### src/rtl/cacheline_adapter.sv
// Bridges cache line requests (one 256-bit line) to 4-beat memory bursts.
// Fill data is assembled beat by beat; write-back data is streamed beat by beat.
module cacheline_adapter #(
  parameter int s_line   = 256,
  parameter int s_burst  = 64,
  parameter int s_offset = 5
) (
  input  logic                clk,
  input  logic                rst,
  input  logic [s_line-1:0]   line_i,
  output logic [s_line-1:0]   line_o,
  input  logic [31:0]         address_i,
  input  logic                read_i,
  input  logic                write_i,
  output logic                resp_o,
  input  logic [s_burst-1:0]  burst_i,
  output logic [s_burst-1:0]  burst_o,
  output logic [31:0]         address_o,
  output logic                read_o,
  output logic                write_o,
  input  logic                resp_i
);

  localparam int n_beats = s_line / s_burst;
  localparam int cnt_w   = $clog2(n_beats);
  localparam logic [cnt_w-1:0] last_beat = cnt_w'(n_beats - 1);

  typedef enum logic [1:0] {IDLE, RD, WR, DONE} state_e;

  state_e              state_q, state_d;
  logic [cnt_w-1:0]    cnt_q, cnt_d;
  logic [31:0]         addr_q, addr_d;
  logic [s_line-1:0]   wline_q, wline_d;
  logic [s_line-1:0]   line_q, line_d;

  always_ff @(posedge clk) begin
    if (rst) begin
      state_q <= IDLE;
      cnt_q   <= '0;
      addr_q  <= '0;
      wline_q <= '0;
      line_q  <= '0;
    end else begin
      state_q <= state_d;
      cnt_q   <= cnt_d;
      addr_q  <= addr_d;
      wline_q <= wline_d;
      line_q  <= line_d;
    end
  end

  always_comb begin
    state_d = state_q;
    cnt_d   = cnt_q;
    addr_d  = addr_q;
    wline_d = wline_q;
    line_d  = line_q;
    read_o  = 1'b0;
    write_o = 1'b0;
    resp_o  = 1'b0;
    case (state_q)
      IDLE: begin
        // Write-back wins so a dirty victim leaves before the refill arrives.
        if (write_i) begin
          addr_d  = {address_i[31:s_offset], {s_offset{1'b0}}};
          wline_d = line_i;
          cnt_d   = '0;
          state_d = WR;
        end else if (read_i) begin
          addr_d  = {address_i[31:s_offset], {s_offset{1'b0}}};
          cnt_d   = '0;
          state_d = RD;
        end
      end
      RD: begin
        read_o = 1'b1;
        if (resp_i) begin
          line_d[s_burst*int'(cnt_q) +: s_burst] = burst_i;
          cnt_d = cnt_q + cnt_w'(1);
          if (cnt_q == last_beat) state_d = DONE;
        end
      end
      WR: begin
        write_o = 1'b1;
        if (resp_i) begin
          cnt_d = cnt_q + cnt_w'(1);
          if (cnt_q == last_beat) state_d = DONE;
        end
      end
      DONE: begin
        resp_o  = 1'b1;
        state_d = IDLE;
      end
      default: state_d = IDLE;
    endcase
  end

  assign burst_o   = wline_q[s_burst*int'(cnt_q) +: s_burst];
  assign address_o = addr_q;
  assign line_o    = line_q;

endmodule
### config.mk
export PLATFORM = sky130hd
export DESIGN_NAME = cacheline_adapter
export DESIGN_NICKNAME = d
export VERILOG_FILES = /design/src/rtl/cacheline_adapter.sv
export SDC_FILE = /design/constraint.sdc
export NUM_CORES = 1
export LEC_CHECK = 0
export ABC_AREA = 1
export CAP_MARGIN = 20
export CELL_PAD_IN_SITES_DETAIL_PLACEMENT = 1
export CELL_PAD_IN_SITES_GLOBAL_PLACEMENT = 1
export CORE_AREA = 5 5 270 272
export DETAILED_ROUTE_END_ITERATION = 12
export DIE_AREA = 0 0 275 277
export PLACE_DENSITY = 0.76
export REMOVE_ABC_BUFFERS = 1
export SLEW_MARGIN = 15
export SYNTH_ARGS = -nofsm -noshare
export SYNTH_HDL_FRONTEND = slang
export SYNTH_SLANG_ARGS = --single-unit
### constraint.sdc
create_clock -name clk -period 5.74 [get_ports clk]
set_input_delay 1.148 -clock clk [delete_from_list [all_inputs] [get_ports clk]]
set_output_delay 1.148 -clock clk [all_outputs]
set_load 0.01 [all_outputs]
==> impl_metrics.tcl, run 1 <==
set metrics [dict create \
    routed_wl_mm 91.3 \
    synth_cell_type_count 24 \
    maxCapViolations 0 \
    worstPathMaxFanout 100 \
    ys.flop_type "dfxtp_1" \
    core_area_mm2 0.0705 \
    crit_path_cell_trace "inv_6, buf_4, o21ai_0, o22ai_1, clkdlybuf4s50_1" \
    final_cells 4521 \
    worst_path_max_delay_cell "clkdlybuf4s50_1" \
    nFillCells 8577 \
    vias 22400 \
    critical_path_class "reg2out" \
    relSlewSlack_pct 26.6 \
    final_cell_mix "nor2_1 (742), clkdlybuf4s50_1 (700), dfxtp_1 (541)" \
    drc 0 \
    async_reset_ff_share_pct 0 \
    fmax_ghz 0.238 \
    ys_ff_latch 543 \
    synth_area_leader_cell "dfxtp_1" \
    multi_input_area_mm2 0.00943 \
    synthCells 2977 \
    drt_iter0_markers 1301 \
    p_sw_mw 5.74 \
    via_per_inst 4.96 \
    min_period_over_period_pct 73.1 \
    antenna_found_initial 22 \
    final-max-slew-violation-count 0 \
    synth_top_area_share_pct 50.2 \
    p_per_area_mw_per_mm2 473 \
    synth_edf_count 0 \
    switching_share_pct 38.9 \
    intPower_mw 9.00 \
    rows 98 \
    holdBufCountCts 0 \
    cts_buffers 61 \
    required_ns 4.59 \
    fin_crit_ns 4.20 \
    port_buffers 701 \
    syn_area_per_cell_um2 7.27 \
    grt_max_degree 199 \
    power.leakage_nw 11.6 \
    fin_skew_ns 0.0253 \
    cts_root_buffer "clkbuf_16" \
    die_area_mm2 0.0762 \
    critPathArrivalTime_ns 3.05 \
    pin_count 712 \
    end_kind "output port" \
    ir_drop_mv 0.494 \
    gp_congestion 0.840 \
    ff_latch_area_mm2 0.0109 \
    clkLatencyLatePin_ns 0.62 \
    fin_nets 3888 \
    drive_above_1_share_pct 4.18 \
    r2r_slack_ns 2.66 \
    p_comb_share_pct 40.7 \
    worst_hold_path_type "reg2reg" \
    routedWlPerCell_um 20.2 \
    yosysSeqAreaShare_pct 50.2 \
    clkPwrFrac_pct 27.1 \
    place_hpwl_mm 60.7 \
    yosysWarnings 0 \
    area_growth_pct 43.9 \
    status "finished clean" \
    postCtsSetupBuffers 0 \
    min_path_cells 2 \
    clock_sinks 543 \
    netlist_area_mm2 0.0217 \
    grt_pass1_wl_mm 136 \
    start_util_pct 30.7 \
    final_common_cell "nor2_1" \
    power_frac_seq_pct 32.2 \
    worstMarginPinSlew_ns 1.10 \
    fin_util_pct 44.2 \
    fp.dieH_um 277 \
    dr.pass1.iters 5 \
    clk_path_buf_depth 3 \
    ant_nets 0 \
    htreeDepth 2 \
    hold_viol_final 0 \
    crit_path_max_incr_delay_ns 0.59 \
    grt_use_total_pct 22.7 \
    start_kind "register" \
    dieWidth_um 275 \
    synthTopCellsByArea "dfxtp_1 (50%), nor2_1 (13%), o21ai_0 (11%), a21oi_1 (6.0%), nand2_1 (5.8%)" \
    cts.repair.resized 0 \
    grt-ovfl-total 0 \
    rsz0062_at_grt "false" \
    setup-violations-final 0 \
    dp.cells 4406 \
    clkTransAtPathRegs_ns 0.06 \
    reg2regPathDepth 8 \
    grt_pass1_vias 22600 \
    cts_tree "done" \
]
[logic make-up after synthesis]
kind of cell / Yosys count / synth area share, %
AND/OR/NAND/NOR: 1257 / 23.0
AO/OA/AOI/OAI: 827 / 19.5
flip-flops: 543 / 50.2
buffers and inverters: 337 / 6.56
adder cells (fa/ha/maj): 12 / 0.693
other: 1 / 0.0173
[area by class of cell]
class	count	area share (%)
clock buffers	85	5.60
multi-input cells	2101	30.3
clock inverters	21	0.851
diodes	9	0.0723
repair buffers	729	23.4
inverters	83	1.07
flip-flops and latches	543	34.9
well taps	950	3.81
[worst paths after layout]
path	startpoint	endpoint
worst max-delay path	cnt_q[0]$_SDFFE_PP0P_	burst_o[58]
worst min-delay path	line_o[108]$_SDFFE_PP0P_	line_o[108]$_SDFFE_PP0P_
worst max register to register	cnt_q[0]$_SDFFE_PP0P_	line_o[218]$_SDFFE_PP0P_
worst min register to register	line_o[108]$_SDFFE_PP0P_	line_o[108]$_SDFFE_PP0P_
[flip-flops by register name, indices dropped and copies added, names as in the netlist]
register and flops:
wline_q 256, address_o 27, state_q 2, cnt_q 2, line_o 256
[synth_stat cells (5+ instances only)]
cell      number
o22ai_1       64
inv_1         76
a21oi_1      259
nor2_4         6
inv_2          5
ha_1          12
buf_4          5
nor2_1       743
buf_1         11
dfxtp_1      543
nand3_1      135
o21ai_0      489
nand2_1      334
o21ai_1       13
buf_2        103
clkbuf_1     134
nor3_1        37
[per-stage QoR]
step | TNS [ns] | setup slack, ns | area [um2] | hold slack [ns] | power [mW]
3_5_place_dp | 0 | 2.09 | 29100 | 0.455 | 10.9
4_1_cts | 0 | 1.50 | 31100 | 0.464 | 14.9
2_1_floorplan | -1371.42 | -3.90 | 20600 | 0.449 | 8.07
6_report | 0 | 1.54 | 31200 | 0.463 | 14.7
3_3_place_gp | 0 | 2.20 | 29100 | 0.451 | 10.8
5_1_grt | 0 | 1.34 | 31200 | 0.474 | 15.7
[power by group through the flow]
stage / Clock, mW / Combinational, mW / Sequential, mW
2_1_floorplan: 0 / 3.14 / 4.94
3_3_place_gp: 0 / 5.99 / 4.79
3_5_place_dp: 0 / 6.06 / 4.82
4_1_cts: 4.08 / 6.10 / 4.74
5_1_grt: 4.23 / 6.64 / 4.81
6_report: 3.99 / 6.00 / 4.74
[layer usage]
layer / GRT usage [%] / part of all wire [%] / vias up
met3: 8.58 / 9.6 / 177
met4: 7.13 / 3.3 / 28
met1: 26.4 / 40 / 10700
met5: 0 / 0.20 / -
li1: - / - / 10900
met2: 38.5 / 47 / 685
[critical path: cells and delay by family, from the launching register on]
kind / cells / cell delay [ns]
AOI/OAI and AO/OA: 2 / 0.34
buffers and inverters: 3 / 1.62
DFF: 1 / 0.36
Power figures use the tool's default switching activity.
==> run 2: changes to the inputs <==
--- a/config.mk
+++ b/config.mk
@@ -9,10 +9,10 @@
 export CAP_MARGIN = 20
 export CELL_PAD_IN_SITES_DETAIL_PLACEMENT = 1
 export CELL_PAD_IN_SITES_GLOBAL_PLACEMENT = 1
-export CORE_AREA = 5 5 270 272
+export CORE_AREA = 5 5 280 282
 export DETAILED_ROUTE_END_ITERATION = 12
-export DIE_AREA = 0 0 275 277
-export PLACE_DENSITY = 0.76
+export DIE_AREA = 0 0 285 287
+export PLACE_DENSITY = 0.75
 export REMOVE_ABC_BUFFERS = 1
 export SLEW_MARGIN = 15
 export SYNTH_ARGS = -nofsm -noshare
==> constraint.sdc (replaced) <==
create_clock -name clk -period 3.5 [get_ports clk]
set_input_delay 0.7 -clock clk [delete_from_list [all_inputs] [get_ports clk]]
set_output_delay 0.7 -clock clk [all_outputs]
set_load 0.01 [all_outputs]
==> run 2 against run 1 <==
Effect of this change:
- clock-buffer cell count increased by 2
- via count grew 0.46%
- non-clock buffer count rose by 47
- worst setup slack got worse by 1.3 ns
- combinational power is 75% higher
- die area grew 7.4%
- total power is 69% higher
- routed wire length up 1.4%
- first-iteration DRC count fell by 15%
- cell count rose by 1.7%
- largest power group unchanged
- register-to-register slack got worse by 1.8 ns
- hold slack lost 0.00072 ns
==> impl_metrics.tcl, run 2 (synthesis gave the netlist of run 1 again) <==
set metrics [dict create \
    worstPathMaxFanout 42 \
    drive_above_1_share_pct 5.62 \
    routed_wl_mm 92.6 \
    grt_pass1_vias 22700 \
    clkLatencyLatePin_ns 0.63 \
    final_cell_mix "nor2_1 (742), clkdlybuf4s50_1 (700), dfxtp_1 (541)" \
    relSlewSlack_pct 38.3 \
    power.leakage_nw 12.0 \
    status "finished clean" \
    min_path_cells 2 \
    final_common_cell "nor2_1" \
    core_area_mm2 0.0754 \
    postLayoutCellArea_mm2 0.0319 \
    dr.pass1.iters 4 \
    dieWidth_um 285 \
    critPathArrivalTime_ns 2.61 \
    start_util_pct 28.7 \
    setup-violations-final 0 \
    total_power_mw 25.0 \
    cts_buffers 60 \
    final_cells 4597 \
    grt_pass1_wl_mm 138 \
    fmax_ghz 0.302 \
    cts.repair.resized 0 \
    clkTransAtPathRegs_ns 0.06 \
    dpl_cell_area_mm2 0.0298 \
    min_period_over_period_pct 94.5 \
    nFillCells 9182 \
    p_per_area_mw_per_mm2 783 \
    r2r-end "line_o[255]$_SDFFE_PP0P_" \
    hold_end "line_o[155]$_SDFFE_PP0P_" \
    htreeDepth 2 \
    vias 22500 \
    routedWlPerCell_um 20.1 \
    final-max-slew-violation-count 0 \
    cts_root_buffer "clkbuf_16" \
    place_hpwl_mm 64.5 \
    hold_slack_ns 0.463 \
    clock_sinks 543 \
    drc 0 \
    gp_congestion 0.800 \
    grt_max_degree 166 \
    drt_iter0_markers 1105 \
    holdBufCountCts 0 \
    fp.dieH_um 287 \
    worst_hold_path_type "reg2reg" \
    dp.cells 4481 \
    required_ns 2.80 \
    r2r-start "cnt_q[1]$_SDFFE_PP0P_" \
    fin_crit_ns 3.31 \
    rows 101 \
    fin_skew_ns 0.0199 \
    maxCapViolations 0 \
    postCtsSetupBuffers 0 \
    pin_count 712 \
    reg2regPathDepth 9 \
    ir_drop_mv 0.368 \
    grt_use_total_pct 21.4 \
    ant_nets 0 \
    grt-ovfl-total 0 \
    antenna_found_initial 18 \
    critical_path_class "reg2out" \
    via_per_inst 4.90 \
    min_from "line_o[155]$_SDFFE_PP0P_" \
    clk_path_buf_depth 3 \
    fin_nets 3934 \
    end_kind "output port" \
    die_area_mm2 0.0818 \
    hold_viol_final 0 \
    area_growth_pct 47.2 \
    cts_tree "done" \
    worstMarginPinSlew_ns 0.925 \
    r2r_slack_ns 0.87 \
    start_kind "register" \
    rsz0062_at_grt "false" \
    port_buffers 701 \
]
## run 2: changes by cell type in the layout (fill, tap and decap cells not counted), sizes merged
cell,delta
buf,+47
diode,-2
clkinvlp,-1
clkbuf,+2
clkinv,+1
inv,+1
## run 2: layout make-up
class | count | area [um2] | area share [%]
sequential | 543 | 10900 | 34.1
multi-input combinational | 2101 | 9430 | 29.6
timing repair buffer | 776 | 7890 | 24.8
clock buffer | 87 | 1810 | 5.69
tap | 978 | 1220 | 3.84
inverter | 83 | 333 | 1.04
clock inverter | 22 | 275 | 0.864
antenna | 7 | 17.5 | 0.0550
## run 2: worst max path at each step
stage                          endpoint  depth (start not counted)               startpoint
2_1_floorplan   wline_q[0]$_SDFFE_PP0P_                          6  state_q[0]$_SDFFE_PP0P_
3_3_place_gp   wline_q[18]$_SDFFE_PP0P_                          6                  write_i
3_5_place_dp   wline_q[89]$_SDFFE_PP0P_                          6                  write_i
4_1_cts                     burst_o[23]                          5    cnt_q[0]$_SDFFE_PP0P_
5_1_grt                     burst_o[56]                          5    cnt_q[0]$_SDFFE_PP0P_
6_report                    burst_o[17]                          5    cnt_q[0]$_SDFFE_PP0P_
## run 2: routing by layer
layer | GRT usage [%] | wire [um] | vias to the layer above | part of all wire [%]
met2 | 36.9 | 44100 | 641 | 48
met1 | 25.4 | 37700 | 10700 | 41
li1 | - | - | 11000 | -
met4 | 6.39 | 2840 | 18 | 3.1
met5 | 0 | 148 | - | 0.16
met3 | 7.35 | 7820 | 153 | 8.4
## run 2: per-stage QoR
stage	util, %	setup TNS (ns)	setup WS (ns)
after floorplan	-	-2587.36	-5.74
after global placement	39.4	0	0.746
after detailed placement	39.4	0	0.709
after CTS	42.2	0	0.112
after global routing	42.2	0	0.0475
final	42.2	0	0.194
## run 2: worst max-delay path, stage by stage, from the launching register on
cell,delay (ns)
dfxtp_4,0.38
inv_6,0.29
buf_4,0.29
o21ai_0,0.10
o22ai_1,0.25
clkdlybuf4s50_1,0.60
## run 2: power breakdown
| part | internal, mW | total (mW) | switching, mW | leakage [nW] |
|---|---|---|---|---|
| Combinational | 4.09 | 10.5 | 6.39 | 6.48 |
| Clock | 4.01 | 6.69 | 2.67 | 1.05 |
| Sequential | 7.26 | 7.79 | 0.539 | 4.44 |
| Total | 15.4 | 25.0 | 9.60 | 12.0 |
==> run 3: changes to the inputs <==
--- a/config.mk
+++ b/config.mk
@@ -12,6 +12,7 @@
 export CORE_AREA = 5 5 280 282
 export DETAILED_ROUTE_END_ITERATION = 12
 export DIE_AREA = 0 0 285 287
+export GPL_TIMING_DRIVEN = 0
 export PLACE_DENSITY = 0.75
 export REMOVE_ABC_BUFFERS = 1
 export SLEW_MARGIN = 15
==> run 3 against run 2 <==
Effect of this change:
- clock-buffer cell count up 9
- design area rose by 0.14%
- utilization increased by 0.058 points
- total power about the same
- worst setup slack got worse by 0.049 ns
- critical path depth grew 1
- global-route usage up 0.23 points
==> impl_metrics.tcl, run 3 (synthesis gave the netlist of run 1 again) <==
set metrics [dict create \
    status "finished clean" \
    holdBufCountCts 0 \
    relSlewSlack_pct 25.0 \
    cts_tree "done" \
    grtUsageMet2_pct 38.4 \
    final_common_cell "nor2_1" \
    start_util_pct 28.7 \
    ant_nets 0 \
    hold_slack_ns 0.463 \
    fp.dieH_um 287 \
    antenna_found_initial 24 \
    drive_above_1_share_pct 4.47 \
    cts_buffers 61 \
    grt_pass1_vias 22600 \
    dr.pass1.iters 5 \
    postLayoutCellArea_mm2 0.0319 \
    use_met1_pct 25.0 \
    clock_sinks 543 \
    total_power_mw 25.0 \
    setup-violations-final 0 \
    start_kind "register" \
    gp_congestion 0.796 \
    worst_hold_path_type "reg2reg" \
    pin_count 712 \
    critPathArrivalTime_ns 2.66 \
    dieWidth_um 285 \
    switching_share_pct 39.2 \
    port_buffers 701 \
    fin_crit_ns 3.36 \
    required_ns 2.80 \
    p_comb_share_pct 42.9 \
    fin_nets 3902 \
    htreeDepth 2 \
    crit_path_frequent_cell "buf_16" \
    hold_viol_final 0 \
    ir_drop_mv 0.439 \
    die_area_mm2 0.0818 \
    p_sw_mw 9.79 \
    cts_root_buffer "clkbuf_16" \
    fin_skew_ns 0.00808 \
    end_kind "output port" \
    clkLatencyLatePin_ns 0.61 \
    final-max-slew-violation-count 0 \
    intPower_mw 15.2 \
    worstMarginPinSlew_ns 1.12 \
    dpl_cell_area_mm2 0.0297 \
    min_period_over_period_pct 95.9 \
    area_growth_pct 47.4 \
    grt_max_degree 124 \
    crit_path_max_incr_delay_ns 0.63 \
    crit_path_cell_trace "buf_16, inv_16, buf_16, o21ai_0, o22ai_1, clkdlybuf4s50_1" \
    drc 0 \
    path_delay_family "buffers and inverters" \
    via_per_inst 4.91 \
    place_hpwl_mm 64.2 \
    clkPwrFrac_pct 25.8 \
    grt_pass1_wl_mm 139 \
    core_area_mm2 0.0754 \
    routed_wl_mm 94.6 \
    rsz0062_at_grt "false" \
    clkTransAtPathRegs_ns 0.06 \
    worst_path_max_delay_cell "clkdlybuf4s50_1" \
    rows 101 \
    drt_iter0_markers 1227 \
    fmax_ghz 0.298 \
    vias 22500 \
    fin_util_pct 42.3 \
    use_met3_pct 7.91 \
    grt-ovfl-total 0 \
    p_per_area_mw_per_mm2 783 \
    maxCapViolations 0 \
    critical_path_class "reg2out" \
    routedWlPerCell_um 20.7 \
    grt_use_total_pct 21.7 \
    final_cell_mix "nor2_1 (742), clkdlybuf4s50_1 (698), dfxtp_1 (541)" \
    clk_path_buf_depth 3 \
    power.leakage_nw 11.9 \
    worstPathMaxFanout 45 \
    power_frac_seq_pct 31.3 \
    top_usage_layer "met2" \
    critPathBufInv 4 \
]
[run 3: changes by cell type in the layout (fill, tap and decap cells not counted), sizes merged, moves of 3 or more]
cell | before | now
clkbuf | 87 | 96
buf | 76 | 41
clkinv | 16 | 8
inv | 83 | 86
diode | 7 | 15
bufinv | 6 | 2
[run 3: power by group through the flow]
stage                     Sequential (mW)  Clock [mW]  Combinational [mW]
after global routing                 7.94        6.85                11.8
after CTS                            7.82        6.61                10.8
after global placement               7.95           0                7.90
after detailed placement             8.02           0                10.4
after floorplan                      8.10           0                5.14
final                                7.82        6.44                10.7
[run 3: final timing paths]
check | from | endpoint | slack [ns] | depth (start not counted)
max | cnt_q[0]$_SDFFE_PP0P_ | burst_o[46] | 0.14 | 6
min | line_o[127]$_SDFFE_PP0P_ | line_o[127]$_SDFFE_PP0P_ | 0.46 | 2
max reg2reg | cnt_q[0]$_SDFFE_PP0P_ | line_o[53]$_SDFFE_PP0P_ | 0.39 | 9
min reg2reg | line_o[127]$_SDFFE_PP0P_ | line_o[127]$_SDFFE_PP0P_ | 0.46 | 2
[run 3: area by class of cell]
class	count	area, um2
Timing Repair Buffer	741	7960
Antenna cell	15	37.5
Timing Repair inverter	2	17.5
Multi-Input combinational cell	2101	9450
Sequential cell	543	10900
Tap cell	978	1220
Clock inverter	13	131
Clock buffer	96	1860
Inverter	83	348
Fill cell	9114	43500
[run 3: metrics by stage]
stage / setup TNS, ns / worst slack (ns) / cells
floorplan: -2587.36 / -5.74 / 2727
global placement: -8778.67 / -17.23 / 4406
detailed placement: -12.69 / -0.226 / 4440
CTS: 0 / 0.0637 / 4556
global route: 0 / 0.0172 / 4563
finish: 0 / 0.145 / 4572
[run 3: worst register-to-register path, delay by kind of cell (launching register included)]
kind            cells  cell delay [ns]
compound gates      1             0.20
fa+ha+maj           1             0.52
buf+inv             5             1.09
flops               1             0.38
simple gates        2             0.86
[run 3: metal layers]
metal,vias to the layer above,part of all wire (%)
met5,-,0.13
met4,22,2.3
met3,140,9.0
met2,622,49
met1,10700,40
li1,10900,-
[run 3: what timing repair did]
action,in CTS,in global routing
pin swaps,0,0
endpoints found under the setup margin,189,1
buffers inserted,4,0
hold endpoints to repair,0,0
gates resized for setup,7,1
gates cloned,3,0
